===== config.mk =====
export PLATFORM = sky130hd
export DESIGN_NAME = stdp_array_flat
export DESIGN_NICKNAME = d
export VERILOG_FILES = /design/src/rtl/stdp_array_if.sv /design/src/rtl/stdp_array.sv /design/src/flat_wrapper.sv
export SDC_FILE = /design/constraint.sdc
export NUM_CORES = 1
export LEC_CHECK = 0
export ABC_AREA = 1
export CAP_MARGIN = 20
export CORE_MARGIN = 3
export CORE_UTILIZATION = 55
export DETAILED_ROUTE_END_ITERATION = 10
export PLACE_DENSITY = 0.77
export REMOVE_ABC_BUFFERS = 1
export SYNTH_ARGS = -nofsm -noshare
export SYNTH_HDL_FRONTEND = slang
export SYNTH_SLANG_ARGS = --single-unit
export TNS_END_PERCENT = 5

===== constraint.sdc =====
create_clock -name clk -period 6 [get_ports clk]
set_clock_uncertainty 0.05 [all_clocks]
set_input_delay 1.2 -clock clk [delete_from_list [all_inputs] [get_ports clk]]
set_output_delay 1.2 -clock clk [all_outputs]
set_load 0.005 [all_outputs]

===== src/rtl/stdp_array_if.sv =====
// Bundle of spike inputs, learning controls, host write port and learned-state outputs
// exchanged between a stimulus/host side (master) and the STDP array (slave).
interface stdp_array_if #(
    parameter int NUM_PRE = 4,
    parameter int TW      = 4,
    parameter int WW      = 8
) ();
    localparam int IW = (NUM_PRE > 1) ? $clog2(NUM_PRE) : 1;

    logic [NUM_PRE-1:0]    pre_spike;
    logic                  post_spike;
    logic                  learn_en;
    logic                  wr_en;
    logic [IW-1:0]         wr_idx;
    logic [WW-1:0]         wr_data;
    logic [NUM_PRE*WW-1:0] weights;
    logic [NUM_PRE*TW-1:0] pre_time;
    logic [TW-1:0]         post_time;
    logic [NUM_PRE-1:0]    update_mask;
    logic                  update_flag;

    modport master (
        output pre_spike, post_spike, learn_en, wr_en, wr_idx, wr_data,
        input  weights, pre_time, post_time, update_mask, update_flag
    );

    modport slave (
        input  pre_spike, post_spike, learn_en, wr_en, wr_idx, wr_data,
        output weights, pre_time, post_time, update_mask, update_flag
    );
endinterface


===== src/rtl/stdp_array.sv =====
// Pair-based STDP for NUM_PRE synapses onto one neuron: saturating spike timers,
// windowed linear LTP/LTD kernel, clamped weights and a host weight-load port.
module stdp_array #(
    parameter int NUM_PRE = 4,
    parameter int TW      = 4,
    parameter int WW      = 8,
    parameter int WIN     = 8,
    parameter int W_INIT  = 0
) (
    input logic         clk,
    input logic         rst,
    stdp_array_if.slave bus
);
    localparam int IW = (NUM_PRE > 1) ? $clog2(NUM_PRE) : 1;
    localparam int SW = ((WW > TW) ? WW : TW) + 1;
    localparam logic [TW-1:0] TMAX     = '1;
    localparam logic [TW-1:0] WIN_T    = TW'(WIN);
    localparam logic [SW-1:0] WMAX_S   = SW'({WW{1'b1}});
    localparam logic [WW-1:0] W_INIT_W = WW'(W_INIT);

    logic [TW-1:0]      preTime_q [NUM_PRE];
    logic [TW-1:0]      preTime_d [NUM_PRE];
    logic [TW-1:0]      postTime_q, postTime_d;
    logic [WW-1:0]      weight_q [NUM_PRE];
    logic [WW-1:0]      weight_d [NUM_PRE];
    logic [NUM_PRE-1:0] updMask_q, updMask_d;

    function automatic logic [TW-1:0] nextTimer(input logic spike, input logic [TW-1:0] t);
        if (spike)
            return '0;
        else if (t == TMAX)
            return t;
        else
            return t + TW'(1);
    endfunction

    // LTP and LTD are mutually exclusive because LTD requires post_spike low;
    // a host write to a channel wins over learning and hides its event.
    always_comb begin
        logic [TW-1:0] dPre;
        logic          ltp, ltd, wrHit;
        logic [SW-1:0] wExt, delta, sum;

        postTime_d = nextTimer(bus.post_spike, postTime_q);
        for (int i = 0; i < NUM_PRE; i++) begin
            dPre  = bus.pre_spike[i] ? '0 : preTime_q[i];
            ltp   = bus.learn_en && bus.post_spike && (dPre < WIN_T);
            ltd   = bus.learn_en && bus.pre_spike[i] && !bus.post_spike && (postTime_q < WIN_T);
            wrHit = bus.wr_en && (bus.wr_idx == IW'(i));
            delta = ltp ? SW'(WIN_T - dPre) : SW'(WIN_T - postTime_q);
            wExt  = SW'(weight_q[i]);
            sum   = wExt + delta;

            weight_d[i] = weight_q[i];
            if (wrHit)
                weight_d[i] = bus.wr_data;
            else if (ltp)
                weight_d[i] = (sum > WMAX_S) ? {WW{1'b1}} : sum[WW-1:0];
            else if (ltd)
                weight_d[i] = (delta > wExt) ? '0 : WW'(wExt - delta);

            preTime_d[i] = nextTimer(bus.pre_spike[i], preTime_q[i]);
            updMask_d[i] = (ltp || ltd) && !wrHit;
        end
    end

    always_ff @(posedge clk) begin
        if (rst) begin
            for (int i = 0; i < NUM_PRE; i++) begin
                preTime_q[i] <= TMAX;
                weight_q[i]  <= W_INIT_W;
            end
            postTime_q <= TMAX;
            updMask_q  <= '0;
        end else begin
            for (int i = 0; i < NUM_PRE; i++) begin
                preTime_q[i] <= preTime_d[i];
                weight_q[i]  <= weight_d[i];
            end
            postTime_q <= postTime_d;
            updMask_q  <= updMask_d;
        end
    end

    for (genvar g = 0; g < NUM_PRE; g++) begin : gPack
        assign bus.weights[g*WW +: WW]  = weight_q[g];
        assign bus.pre_time[g*TW +: TW] = preTime_q[g];
    end

    assign bus.post_time   = postTime_q;
    assign bus.update_mask = updMask_q;
    assign bus.update_flag = |updMask_q;
endmodule

===== src/flat_wrapper.sv =====
// flat-port wrapper written by rule: the top's interface ports become plain ports
module stdp_array_flat 
#(
    parameter int NUM_PRE = 4,
    parameter int TW      = 4,
    parameter int WW      = 8,
    parameter int WIN     = 8,
    parameter int W_INIT  = 0
)
  (clk, rst, bus_pre_spike, bus_post_spike, bus_learn_en, bus_wr_en, bus_wr_idx, bus_wr_data, bus_weights, bus_pre_time, bus_post_time, bus_update_mask, bus_update_flag);
  stdp_array_if #(.NUM_PRE(NUM_PRE), .TW(TW), .WW(WW)) bus_i ();
  input logic clk;
  input logic rst;
  input wire logic [$bits(bus_i.pre_spike)-1:0] bus_pre_spike;
  input wire logic [$bits(bus_i.post_spike)-1:0] bus_post_spike;
  input wire logic [$bits(bus_i.learn_en)-1:0] bus_learn_en;
  input wire logic [$bits(bus_i.wr_en)-1:0] bus_wr_en;
  input wire logic [$bits(bus_i.wr_idx)-1:0] bus_wr_idx;
  input wire logic [$bits(bus_i.wr_data)-1:0] bus_wr_data;
  output wire logic [$bits(bus_i.weights)-1:0] bus_weights;
  output wire logic [$bits(bus_i.pre_time)-1:0] bus_pre_time;
  output wire logic [$bits(bus_i.post_time)-1:0] bus_post_time;
  output wire logic [$bits(bus_i.update_mask)-1:0] bus_update_mask;
  output wire logic [$bits(bus_i.update_flag)-1:0] bus_update_flag;
  assign bus_i.pre_spike = bus_pre_spike;
  assign bus_i.post_spike = bus_post_spike;
  assign bus_i.learn_en = bus_learn_en;
  assign bus_i.wr_en = bus_wr_en;
  assign bus_i.wr_idx = bus_wr_idx;
  assign bus_i.wr_data = bus_wr_data;
  assign bus_weights = bus_i.weights;
  assign bus_pre_time = bus_i.pre_time;
  assign bus_post_time = bus_i.post_time;
  assign bus_update_mask = bus_i.update_mask;
  assign bus_update_flag = bus_i.update_flag;
  stdp_array #(.NUM_PRE(NUM_PRE), .TW(TW), .WW(WW), .WIN(WIN), .W_INIT(W_INIT)) u_core (.clk(clk), .rst(rst), .bus(bus_i));
endmodule

==> run summary <==
Post-Synthesis Cell Area -> 7555 µm²
initial antenna violation count -> 0
Rows -> 42
required time of the critical path -> 6110 ps
Worst R2R Setup Slack -> 2360 ps
number of global-route vias before repair -> 7067
final hold violations -> 0
sequential element share of the synthesized area -> 0.1484
global-route wire length before repair -> 35050 µm
clock transition at the registers of the reported paths -> 90 ps
Post-Route Setup TNS -> 0 ps
Hold WC Path Type -> reg -> reg
GR met3 Demand/Resource -> 0.02516
setup fix buffers added after clock tree synthesis -> 0
most frequent cell after synthesis -> nand2_1
PostCTS Resize Cnt -> 0
most frequent cells after synthesis -> nand2_1 (354), inv_1 (230), ha_1 (118)
final weighted congestion of routability-driven global placement -> 0.9778
Final Net Count -> 1422
top cell type by total area after synthesis -> ha_1
number of DRC markers after the initial detailed-route iteration -> 726
Port Buf Inserts -> 75
Critical Path Start Type -> input pin
DRT antenna net count -> 0
layout cells sized above 1 -> 0.06964
Pre-Repair DR Iteration Count -> 6
average size of a mapped cell -> 6.275 µm²
source-to-sink clock delay at the later pin of the worst-skew pair -> 310 ps
maximum number of pins on one net before global-route repair -> 38
count of synthesis-stage warnings from yosys -> 0
die height -> 123.2 µm
fin area -> 8630 µm²
Core Footprint -> 13350 µm²
relative area change from synthesis to final layout -> 14.23%
Max FO, Critical Path -> 15
Most Crowded Layer GR -> met2
TritonCTS clock tree -> built
min Tclk post-route -> 4319 ps
flip-flop cell with the highest count after synthesis -> dfxtp_1
IR drop worst, VDD -> 0.0001142 V
top-level port count -> 76
RSZ-0062 raised after global routing -> no
number of sinks on the clock net -> 56
leakage power total -> 0.004576 µW
most area-consuming cells after synthesis -> ha_1 (20%), nand2_1 (18%), dfxtp_1 (15%)
data arrival at the endpoint of the critical path -> 4430 ps
instance area after placement -> 8473 µm²
all-layer global routing usage -> 0.2870
initial core utilization -> 0.5660
overall die area -> 15180 µm²
overall overflow remaining after global route -> 0
routed len/inst -> 14.45 µm
portion of synthesized cell area occupied by the leading cell type -> 0.1954
vias after detailed routing -> 7612
final count of negative-setup-slack endpoints -> 0
M2 GR Usage -> 0.4540
detail-routed via count per cell -> 5.235
top achievable clock speed -> 231.5 MHz
antenna diode count -> 0
fill cell count -> 1236
CTS Root Cell -> clkbuf_16
H-tree depth -> 2
Routed WL -> 21010 µm
Max-Slew Margin vs Limit -> 0.3037
maximum buffer depth of the clock tree -> 2
number of hold-repair buffers added at the cts stage -> 0
number of distinct library cells after synthesis -> 41
detailed-route DRC error count -> 0
pwr/cell area -> 201.5 nW/µm²
Seq cells post-synth -> 56
share of flip-flops with an asynchronous set or reset -> 0
total CTS buffers -> 5
synthesized netlist cell count -> 1204
final worst path period share -> 0.7198
type of the setup path with the least slack -> in -> reg
EDFF count, synth -> 0
HPWL after DPL -> 16510 µm
Sequential cell area -> 1121 µm²
outcome -> complete, no violations
DIE WIDTH -> 123.2 µm
Multi-input gate area -> 5438 µm²
number of max-slew violations in the final report -> 0
met1 usage in global routing -> 0.4164
reported max-cap violation count -> 0
category of the worst setup path capture point -> flop
Tightest Pin Transition -> 1044 ps
[final timing paths]
path / cells past startpoint / startpoint / to
worst max-delay path: 18 / bus_pre_spike[0] / u_core.weight_q[0][4]
worst min-delay path: 2 / u_core.preTime_q[1][1] / u_core.preTime_q[1][1]
worst max register to register: 14 / u_core.bus.post_time[0] / u_core.weight_q[0][4]
worst min register to register: 2 / u_core.preTime_q[1][1] / u_core.preTime_q[1][1]
[layout make-up]
class,instances,share of cell area
multi-input cells,888,0.6301
flip-flops and latches,56,0.1299
inverters,251,0.1099
repair buffers,75,0.08641
well taps,176,0.02552
clock buffers,6,0.01609
clock inverters,2,0.002030
[registers in the layout, indices dropped and copies added, names as in the netlist]
register,cells
u_core.bus.post_time,4
u_core.weight_q,32
u_core.preTime_q,16
u_core.bus.update_mask,4
[worst max-delay path, cell delays in order]
cell and delay (ps):
clkdlybuf4s50_1 530, inv_2 140, nand2_2 80, nand2_2 260
inv_1 190, o21ai_0 280, inv_1 130, ha_1 210
inv_1 70, fa_1 200, nand3b_1 130, nand2_1 110
nand3_1 130, nand2_1 60, nor2_1 410, a21oi_1 150
nand2_1 110, a21oi_2 50
[stage by stage]
stage	utilization	total power [µW]	hold slack (ps)	instances	setup slack (ps)
4_1_cts	0.6465	1730	498.9	1454	1754
3_3_place_gp	0.6348	1379	478.6	1446	1509
3_5_place_dp	0.6348	1384	477.7	1446	1446
5_1_grt	0.6465	1887	517.2	1454	1339
6_report	0.6465	1739	508.3	1454	1681
2_1_floorplan	-	1108	455.6	1195	2467
[placed cells by master (no fill, tap or decap), drive strengths merged, types with 10 or more instances in the layout]
master and n:
nor3 14, inv 246, dfxtp 56, ha 118, clkdlybuf4s50 74, nand2 379, a21oi 93, xor2 26
nor2 69, o21ai 53, o22ai 10, nand3 67
[layer usage]
metal	wire (µm)	vias to the layer above
met1	9770	3388
met5	0	-
met3	1347	37
met4	505	0
li1	-	3894
met2	9390	293
[logic make-up after synthesis]
| kind of cell | after synthesis | share of synthesized area |
|---|---|---|
| buffers and inverters | 260 | 0.1318 |
| adder cells (fa/ha/maj) | 126 | 0.2166 |
| XOR/XNOR | 34 | 0.03942 |
| flip-flops | 56 | 0.1484 |
| AND/OR/NAND/NOR | 548 | 0.3238 |
| AO/OA/AOI/OAI | 180 | 0.1399 |
[power breakdown]
part           internal, µW  switching (µW)  total, µW
sequential              404            45.1        449
clock                   171             167        337
combinational           359             594        953
total                   933             806       1740
No activity file was read; power rests on OpenSTA's default activity.
